[config.mk]
export PLATFORM = sky130hd
export DESIGN_NAME = threadgroup_array
export DESIGN_NICKNAME = d
export VERILOG_FILES = /design/src/rtl/threadgroup_array.sv
export SDC_FILE = /design/constraint.sdc
export NUM_CORES = 2
export LEC_CHECK = 0
export CAP_MARGIN = 30
export CORE_ASPECT_RATIO = 0.5
export CORE_MARGIN = 4
export CORE_UTILIZATION = 40
export CTS_CLUSTER_SIZE = 12
export DETAILED_ROUTE_END_ITERATION = 8
export GPL_ROUTABILITY_DRIVEN = 0
export PLACE_DENSITY_LB_ADDON = 0.08
export SLEW_MARGIN = 15
export SYNTH_ARGS = -nofsm -noshare
export SYNTH_HDL_FRONTEND = slang
export SYNTH_SLANG_ARGS = --single-unit
[constraint.sdc]
create_clock -name clk -period 12.9 [get_ports clk]
set_input_delay 2.58 -clock clk [delete_from_list [all_inputs] [get_ports clk]]
set_output_delay 2.58 -clock clk [all_outputs]
set_load 0.01 [all_outputs]
[src/rtl/threadgroup_array.sv]
// ============================================================================
// Module   : threadgroup_array
// Purpose  : NW x NA grid of signed K-element dot-product lanes. Every weight
//            group is broadcast to all activation groups. Each lane starts
//            from a partial sum and accumulates STEPS input beats before it
//            offers a result through a valid/ready handshake.
// Options  : define THREADGROUP_ARRAY_SATURATE_EN to clamp results to RW bits.
//            Leave it undefined to keep the low RW bits (two's-complement wrap).
// Revision : 1.0 - initial release
// ============================================================================
`default_nettype none

module threadgroup_array #(
  parameter int NW    = 2,
  parameter int NA    = 2,
  parameter int K     = 4,
  parameter int DW    = 8,
  parameter int RW    = 16,
  parameter int STEPS = 4
) (
  input  logic                  clk,
  input  logic                  rst,
  input  logic                  in_valid,
  output logic                  in_ready,
  input  logic [NW*K*DW-1:0]    weight_bus,
  input  logic [NA*K*DW-1:0]    act_bus,
  input  logic [NW*NA*RW-1:0]   psum_bus,
  output logic                  out_valid,
  input  logic                  out_ready,
  output logic [NW*NA*RW-1:0]   result_bus,
  output logic                  busy
);

  // The accumulator is wide enough that STEPS beats of K full-scale products
  // plus a partial sum can never wrap. It is never narrower than the result.
  localparam int ACCW_RAW = 2*DW + $clog2(K) + $clog2(STEPS) + 1;
  localparam int ACCW     = (ACCW_RAW > RW) ? ACCW_RAW : RW;
  localparam int CW       = $clog2(STEPS + 1);
  localparam logic [CW-1:0] c_LAST = CW'(STEPS - 1);

  typedef enum logic [1:0] {
    S_IDLE  = 2'd0,
    S_ACCUM = 2'd1,
    S_DONE  = 2'd2
  } state_t;

  state_t        r_state;
  state_t        w_state_next;
  logic [CW-1:0] r_cnt;
  logic          w_accept;

  assign w_accept = in_valid && in_ready;

  // State register and beat counter; the first beat restarts the count.
  always_ff @(posedge clk) begin
    if (!rst) begin
      r_state <= S_IDLE;
      r_cnt   <= '0;
    end else begin
      r_state <= w_state_next;
      if (w_accept) begin
        r_cnt <= (r_state == S_IDLE) ? CW'(1) : r_cnt + CW'(1);
      end
    end
  end

  // Next-state and handshake outputs; in_ready is held low while in reset.
  always_comb begin
    w_state_next = r_state;
    in_ready     = 1'b0;
    out_valid    = 1'b0;
    busy         = 1'b1;
    case (r_state)
      S_IDLE: begin
        in_ready = rst;
        busy     = 1'b0;
        if (w_accept) w_state_next = (STEPS == 1) ? S_DONE : S_ACCUM;
      end
      S_ACCUM: begin
        in_ready = rst;
        if (w_accept && (r_cnt == c_LAST)) w_state_next = S_DONE;
      end
      S_DONE: begin
        out_valid = 1'b1;
        if (out_ready) w_state_next = S_IDLE;
      end
      default: begin
        w_state_next = S_IDLE;
      end
    endcase
  end

`ifdef THREADGROUP_ARRAY_SATURATE_EN
  localparam logic signed [ACCW-1:0] c_SAT_MAX = ACCW'({1'b0, {(RW-1){1'b1}}});
  localparam logic signed [ACCW-1:0] c_SAT_MIN = ~c_SAT_MAX;
`endif

  for (genvar gi = 0; gi < NW; gi++) begin : g_w
    for (genvar gj = 0; gj < NA; gj++) begin : g_a
      localparam int L = gi*NA + gj;

      logic signed [DW-1:0]   w_wk;
      logic signed [DW-1:0]   w_ak;
      logic signed [2*DW-1:0] w_prod;
      logic signed [ACCW-1:0] w_dot;
      logic signed [RW-1:0]   w_psum;
      logic signed [ACCW-1:0] r_acc;
      logic        [RW-1:0]   w_res;

      assign w_psum = $signed(psum_bus[L*RW +: RW]);

      // Signed dot product of weight group gi with activation group gj.
      always_comb begin
        w_wk   = '0;
        w_ak   = '0;
        w_prod = '0;
        w_dot  = '0;
        for (int k = 0; k < K; k++) begin
          w_wk   = $signed(weight_bus[(gi*K + k)*DW +: DW]);
          w_ak   = $signed(act_bus[(gj*K + k)*DW +: DW]);
          w_prod = (2*DW)'(w_wk) * (2*DW)'(w_ak);
          w_dot  = w_dot + ACCW'(w_prod);
        end
      end

      // Lane accumulator: the first beat seeds from the partial sum.
      always_ff @(posedge clk) begin
        if (!rst) begin
          r_acc <= '0;
        end else if (w_accept) begin
          r_acc <= (r_state == S_IDLE) ? ACCW'(w_psum) + w_dot : r_acc + w_dot;
        end
      end

`ifdef THREADGROUP_ARRAY_SATURATE_EN
      // Clamp the wide accumulator into the signed RW-bit range.
      always_comb begin
        if (r_acc > c_SAT_MAX) begin
          w_res = c_SAT_MAX[RW-1:0];
        end else if (r_acc < c_SAT_MIN) begin
          w_res = c_SAT_MIN[RW-1:0];
        end else begin
          w_res = r_acc[RW-1:0];
        end
      end
`else
      assign w_res = r_acc[RW-1:0];
`endif

      assign result_bus[L*RW +: RW] = w_res;
    end
  end

endmodule

`default_nettype wire

Yosys cells after proc, flatten, opt, wreduce, memory -nomap -nowiden
Cells that the tools add are included.

word-level totals
  register bits after elaboration = 89
  bits of input ports = 196

operators by class
  $add $sub $neg = 21
  multiply operators = 16
  equal/unequal tests = 6
  mux-type cells = 12
  reduce and logical (&&, ||, !) cells = 5

operators with widths
  kind                                                              count
  8-bit by 8-bit multiplier with 16-bit output                      16
  21-bit by 19-bit adder with 21-bit output                         4
  21-bit 2-to-1 mux                                                 4
  16-bit by 19-bit adder with 20-bit output                         4
  18-bit by 16-bit adder with 19-bit output                         4
  17-bit by 16-bit adder with 18-bit output                         4
  16-bit by 16-bit adder with 17-bit output                         4
  2-bit 2-to-1 mux                                                  3
  2-bit inequality test (second input constant)                     3
  2-bit one-hot mux with 3 select lines                             1
  3-bit by 1-bit adder with 3-bit output (second input constant)    1
  3-bit by 2-bit == test with 1-bit output (second input constant)  1
  1-bit 2-to-1 mux                                                  3
  3-bit 2-to-1 mux                                                  1
  3-bit AND reduction                                               1
  2-bit by 1-bit == test with 1-bit output (second input constant)  1
  2-bit == test (second input constant)                             1
  1-bit logical AND                                                 2
  2-bit logical NOT                                                 1
  2-bit OR reduction                                                1

Longest topological paths before layout
  depth in word-level cells = 7
  gate-level depth with buffers = 35

Worst setup path after synthesis
Ideal clock, no wire load.

  kind = input port to flip-flop
  start = input act_bus[57]
  end = register g_w[0].g_a[1].r_acc[15]
  arrival = 9.966 ns
  data required time = 12.776 ns
  setup slack = 2.810 ns
  stages on the path = 31
  path buffers = 1
  cells stage by stage = clkbuf_1 -> and2_1 -> fa_1 -> fa_1 -> inv_1 -> fa_1 -> inv_1 -> fa_1 -> fa_1 -> fa_1 -> inv_1 -> fa_1 -> fa_1 -> inv_1 -> ha_1 -> a21oi_1 -> o21bai_1 -> a21oi_1 -> nor2b_1 -> o21a_1 -> o31a_1 -> nor2_1 -> xnor2_1 -> ha_1 -> and2_1 -> o21ai_0 -> o31ai_1 -> o311a_1 -> nor4_2 -> xnor2_1 -> o21ai_1

between the ends
  word-level cells in the longest chain between the ends = 4
  elaborated cells between the ends (all ways) = 5

ends and longest elaborated chain
  item                                                                                                    RTL line  RTL
  start: declaration                                                                                      26        input logic [NA*K*DW-1:0] act_bus,
  8-bit by 8-bit multiplier with 16-bit output *                                                          121       w_prod = (2*DW)'(w_wk) * (2*DW)'(w_ak);
  18-bit by 16-bit adder with 19-bit output *                                                             122       w_dot = w_dot + ACCW'(w_prod);
  21-bit by 19-bit adder with 21-bit output or 16-bit by 19-bit adder with 20-bit output (tied branches)  131       r_acc <= (r_state == S_IDLE) ? ACCW'(w_psum) + w_dot : r_acc + w_dot;
  21-bit 2-to-1 mux *                                                                                     131
  end signal: assignment                                                                                  131
  end: declaration                                                                                        107       logic signed [ACCW-1:0] r_acc;

Mark *: on every way between the ends. The rest lies on a longest branch, timed or not.
A chain may end at the register's enable or synchronous reset.

Worst setup path after layout
  start = input act_bus[8]
  end = register g_w[1].g_a[0].r_acc[15]

between the ends
  word-level cells in the longest chain between the ends = 6
  elaborated cells between the ends (all ways) = 7

ends and longest elaborated chain
  item                                                                                                    RTL line
  8-bit by 8-bit multiplier with 16-bit output *                                                          121
  16-bit by 16-bit adder with 17-bit output *                                                             122
  17-bit by 16-bit adder with 18-bit output *                                                             122
  18-bit by 16-bit adder with 19-bit output *                                                             122
  21-bit by 19-bit adder with 21-bit output or 16-bit by 19-bit adder with 20-bit output (tied branches)  131
  21-bit 2-to-1 mux *                                                                                     131
  end signal: assignment                                                                                  131
  end: declaration                                                                                        107

Marks and branches as above.

==> flow_summary.toml <==
[status]
outcome = "complete, no violations"

[placed_design]
post-dp-hpwl_um = 143400
port-buffer-count = 262
place.detailed.instances = 7230

[synthesis]
main_combinational_cell_family_by_area_after_synthesis = "adder cells"
yosys_warnings = 0
synth_area_in_compound_gates = 0.05398
synth_xor_xnor_area_share = 0.04754
avgSynthCellArea_um2 = 9.151
yosys.area_share.simple = 0.1469
netlist_instances = 5393
postSynthNetCount = 7269
postSynth.topFlopCell = "dfxtp_1"
yosysSeqAreaShare = 0.02799
post_synth_instance_area_um2 = 49350
synth-adder-area-share = 0.6033
synth_edf_count = 0
yosys_register_bits = 69
async_flop_share = 0
synth_mux_area_frac = 0.002637
synth.lib_cells_used.distinct = 60

[job]
max_cap_violations = 0

[cts]
tritoncts_buffers = 9
cts.root.buffer_cell = "clkbuf_16"
cts_setup_buffers = 0
clk_pin_slew_ns = 0.06
buffer_levels_on_the_longest_clock_path = 2
cts_hold_buffers = 0
post_cts_resize_count = 0
clk-insertion-delay-late_ns = 0.36
h-tree-depth = 3
clkSinkCount = 69
cts_tree = "built"

[drt]
drt-initial-drc-count = 2734
routed_vias = 36320
drt_drc_violations_left = 0
drt_pass_1_iters = 5
drt.antenna.violating_nets = 0
totalWireLength_um = 170400
wl_per_cell_um = 23.44
via_per_inst = 4.995

[setup_path]
worst_ep_arrival_time_ns = 11.67
max_stage_delay_ns = 1.05
worst_setup_path_start_kind = "input pin"
slowest_stage = "clkdlybuf4s50_1"
critical_path.endpoint_type = "register"
path_max_fanout = 7
cp_data_required_time_ns = 13.12
timing_worst_setup_path_type = "in -> reg"
cpMostUsedCell = "fa_1"

[sta]
finalMaxSlewViolations = 0
final_hold_fails = 0
finClkSkew_ns = 0.01182
tns_ns = 0
finalCriticalPeriod_ns = 11.44
timing_worst_slew_pin_value_ns = 1.103
final_min_period_over_clock_period = 0.8871
fmax_mhz = 87.39
unrepaired_setup_endpoints_after_global_routing = "false"
worst_slew_margin_rel = 0.2621
setup_viol_count_final = 0

[grt]
grt-ovfl-total = 0
global_route.usage.total = 0.2690
grt_antenna_before_repair = 9
vias_in_the_first_global_route = 38150
grt_max_degree = 62
first_pass_grt_wire_length_um = 258100

[layout]
fin_nets = 7525
area_growth_pct = 11.99
drive_gt1_frac = 0.03113
layoutNonFillerInstCount = 7271
fillerInstances = 11750

[die]
ios = 263
initial_cell_density_of_the_core = 0.4062
die_area_um2 = 129400
fp.dieH_um = 256.4
row_count = 90
coreArea_um2 = 121500
die-width_um = 504.8

[hold_path]
worst_hold_path_type = "reg -> reg"
[per-layer routing]
layer / up-vias / track usage / wire length, um
li1: 16470 / - / -
met1: 18460 / 0.4378 / 86310
met2: 1291 / 0.3481 / 64330
met3: 87 / 0.08373 / 17870
met4: 6 / 0.03324 / 1861
met5: - / 0 / 30
[layout by cell type, fill, tap and decap left out, types with 5 or more instances in the layout]
cell             count
a211oi_1            22
a21boi_0             5
a21o_1              40
a21oi_1             96
a31oi_1              9
a41oi_1              6
and2_1             559
and3_1              15
buf_16              11
buf_4               93
buf_8               33
clkbuf_16            9
clkdlybuf4s50_1    260
dfxtp_1             69
diode_2              7
fa_1              1166
ha_1               514
inv_1             1389
mux2i_1             13
nand2_1            416
nand2b_1            86
nand3_1             75
nand4_1              5
nor2_1             120
nor2b_1             48
nor3_1              49
o211ai_1             5
o21a_1              35
o21ai_0            135
o21bai_1            14
o31a_1               6
o41ai_1             10
or3_1               11
xnor2_1            208
xor2_1              58
[state kept, by name (all words and copies together) (netlist names)]
register and flops:
g_w.g_a.r_acc 64, r_state 2, r_cnt 3
[kinds of logic (layout without fill, tap and decap cells)]
family                     Yosys count  in the layout
DFF                                 69             69
and+or+nand+nor                   1396           1396
adders and majority gates         1680           1680
xor gates and xnor gates           267            267
AOI/OAI and AO/OA                  421            421
muxes                               13             13
other                                0              7
buffers and inverters             1547           1808
[worst paths after layout]
| check | end | cells after the start | slack [ns] | from |
|---|---|---|---|---|
| max | g_w[1].g_a[0].r_acc[15] | 30 | 1.46 | act_bus[8] |
| min | r_cnt[1] | 2 | 0.47 | r_cnt[1] |
| max reg2reg | g_w[0].g_a[1].r_acc[14] | 11 | 9.78 | g_w[0].g_a[1].r_acc[0] |
| min reg2reg | r_cnt[1] | 2 | 0.47 | r_cnt[1] |
[layout make-up]
type | count | area (um2) | share of cell area
multi-input combinational | 3777 | 42180 | 0.7632
inverter | 1390 | 5218 | 0.09440
timing repair buffer | 402 | 4143 | 0.07496
tap | 1610 | 2014 | 0.03645
sequential | 69 | 1381 | 0.02499
clock buffer | 9 | 225.2 | 0.004075
clock inverter | 7 | 90.09 | 0.001630
antenna | 7 | 17.52 | 0.0003169
[worst max-delay path, delay by kind of cell]
kind | cells | cell delay (ns)
AOI/OAI and AO/OA | 9 | 1.47
buffers and inverters | 5 | 1.46
adders and majority gates | 10 | 4.80
and+or+nand+nor | 3 | 0.77
xor gates and xnor gates | 2 | 0.40
muxes | 1 | 0.17
[Yosys cell counts (all sizes together), types with 35 or more instances]
cell type,instances,area share
nor3,49,0.0050
clkbuf,147,0.011
fa,1166,0.47
a21o,42,0.0064
xnor2,209,0.037
nand2,417,0.032
xor2,58,0.010
inv,1389,0.11
nand2b,86,0.011
o21ai,139,0.014
nor2b,48,0.0061
dfxtp,69,0.028
ha,514,0.13
and2,559,0.071
o21a,35,0.0053
a21oi,97,0.0099
nand3,75,0.0076
nor2,121,0.0092
[stage by stage]
step	hold WS [ns]	setup slack [ns]	cell area (um2)	util
floorplan	0.4358	2.810	49350	-
global route	0.5137	1.023	55260	0.4548
detailed placement	0.4599	1.166	54660	0.4499
CTS	0.4748	1.570	54980	0.4525
global placement	0.4543	1.169	54090	0.4452
finish	0.4727	1.457	55270	0.4549
Power is not shown: default switching activity piles up to over one toggle a cycle in this logic, so the estimate is an artifact.
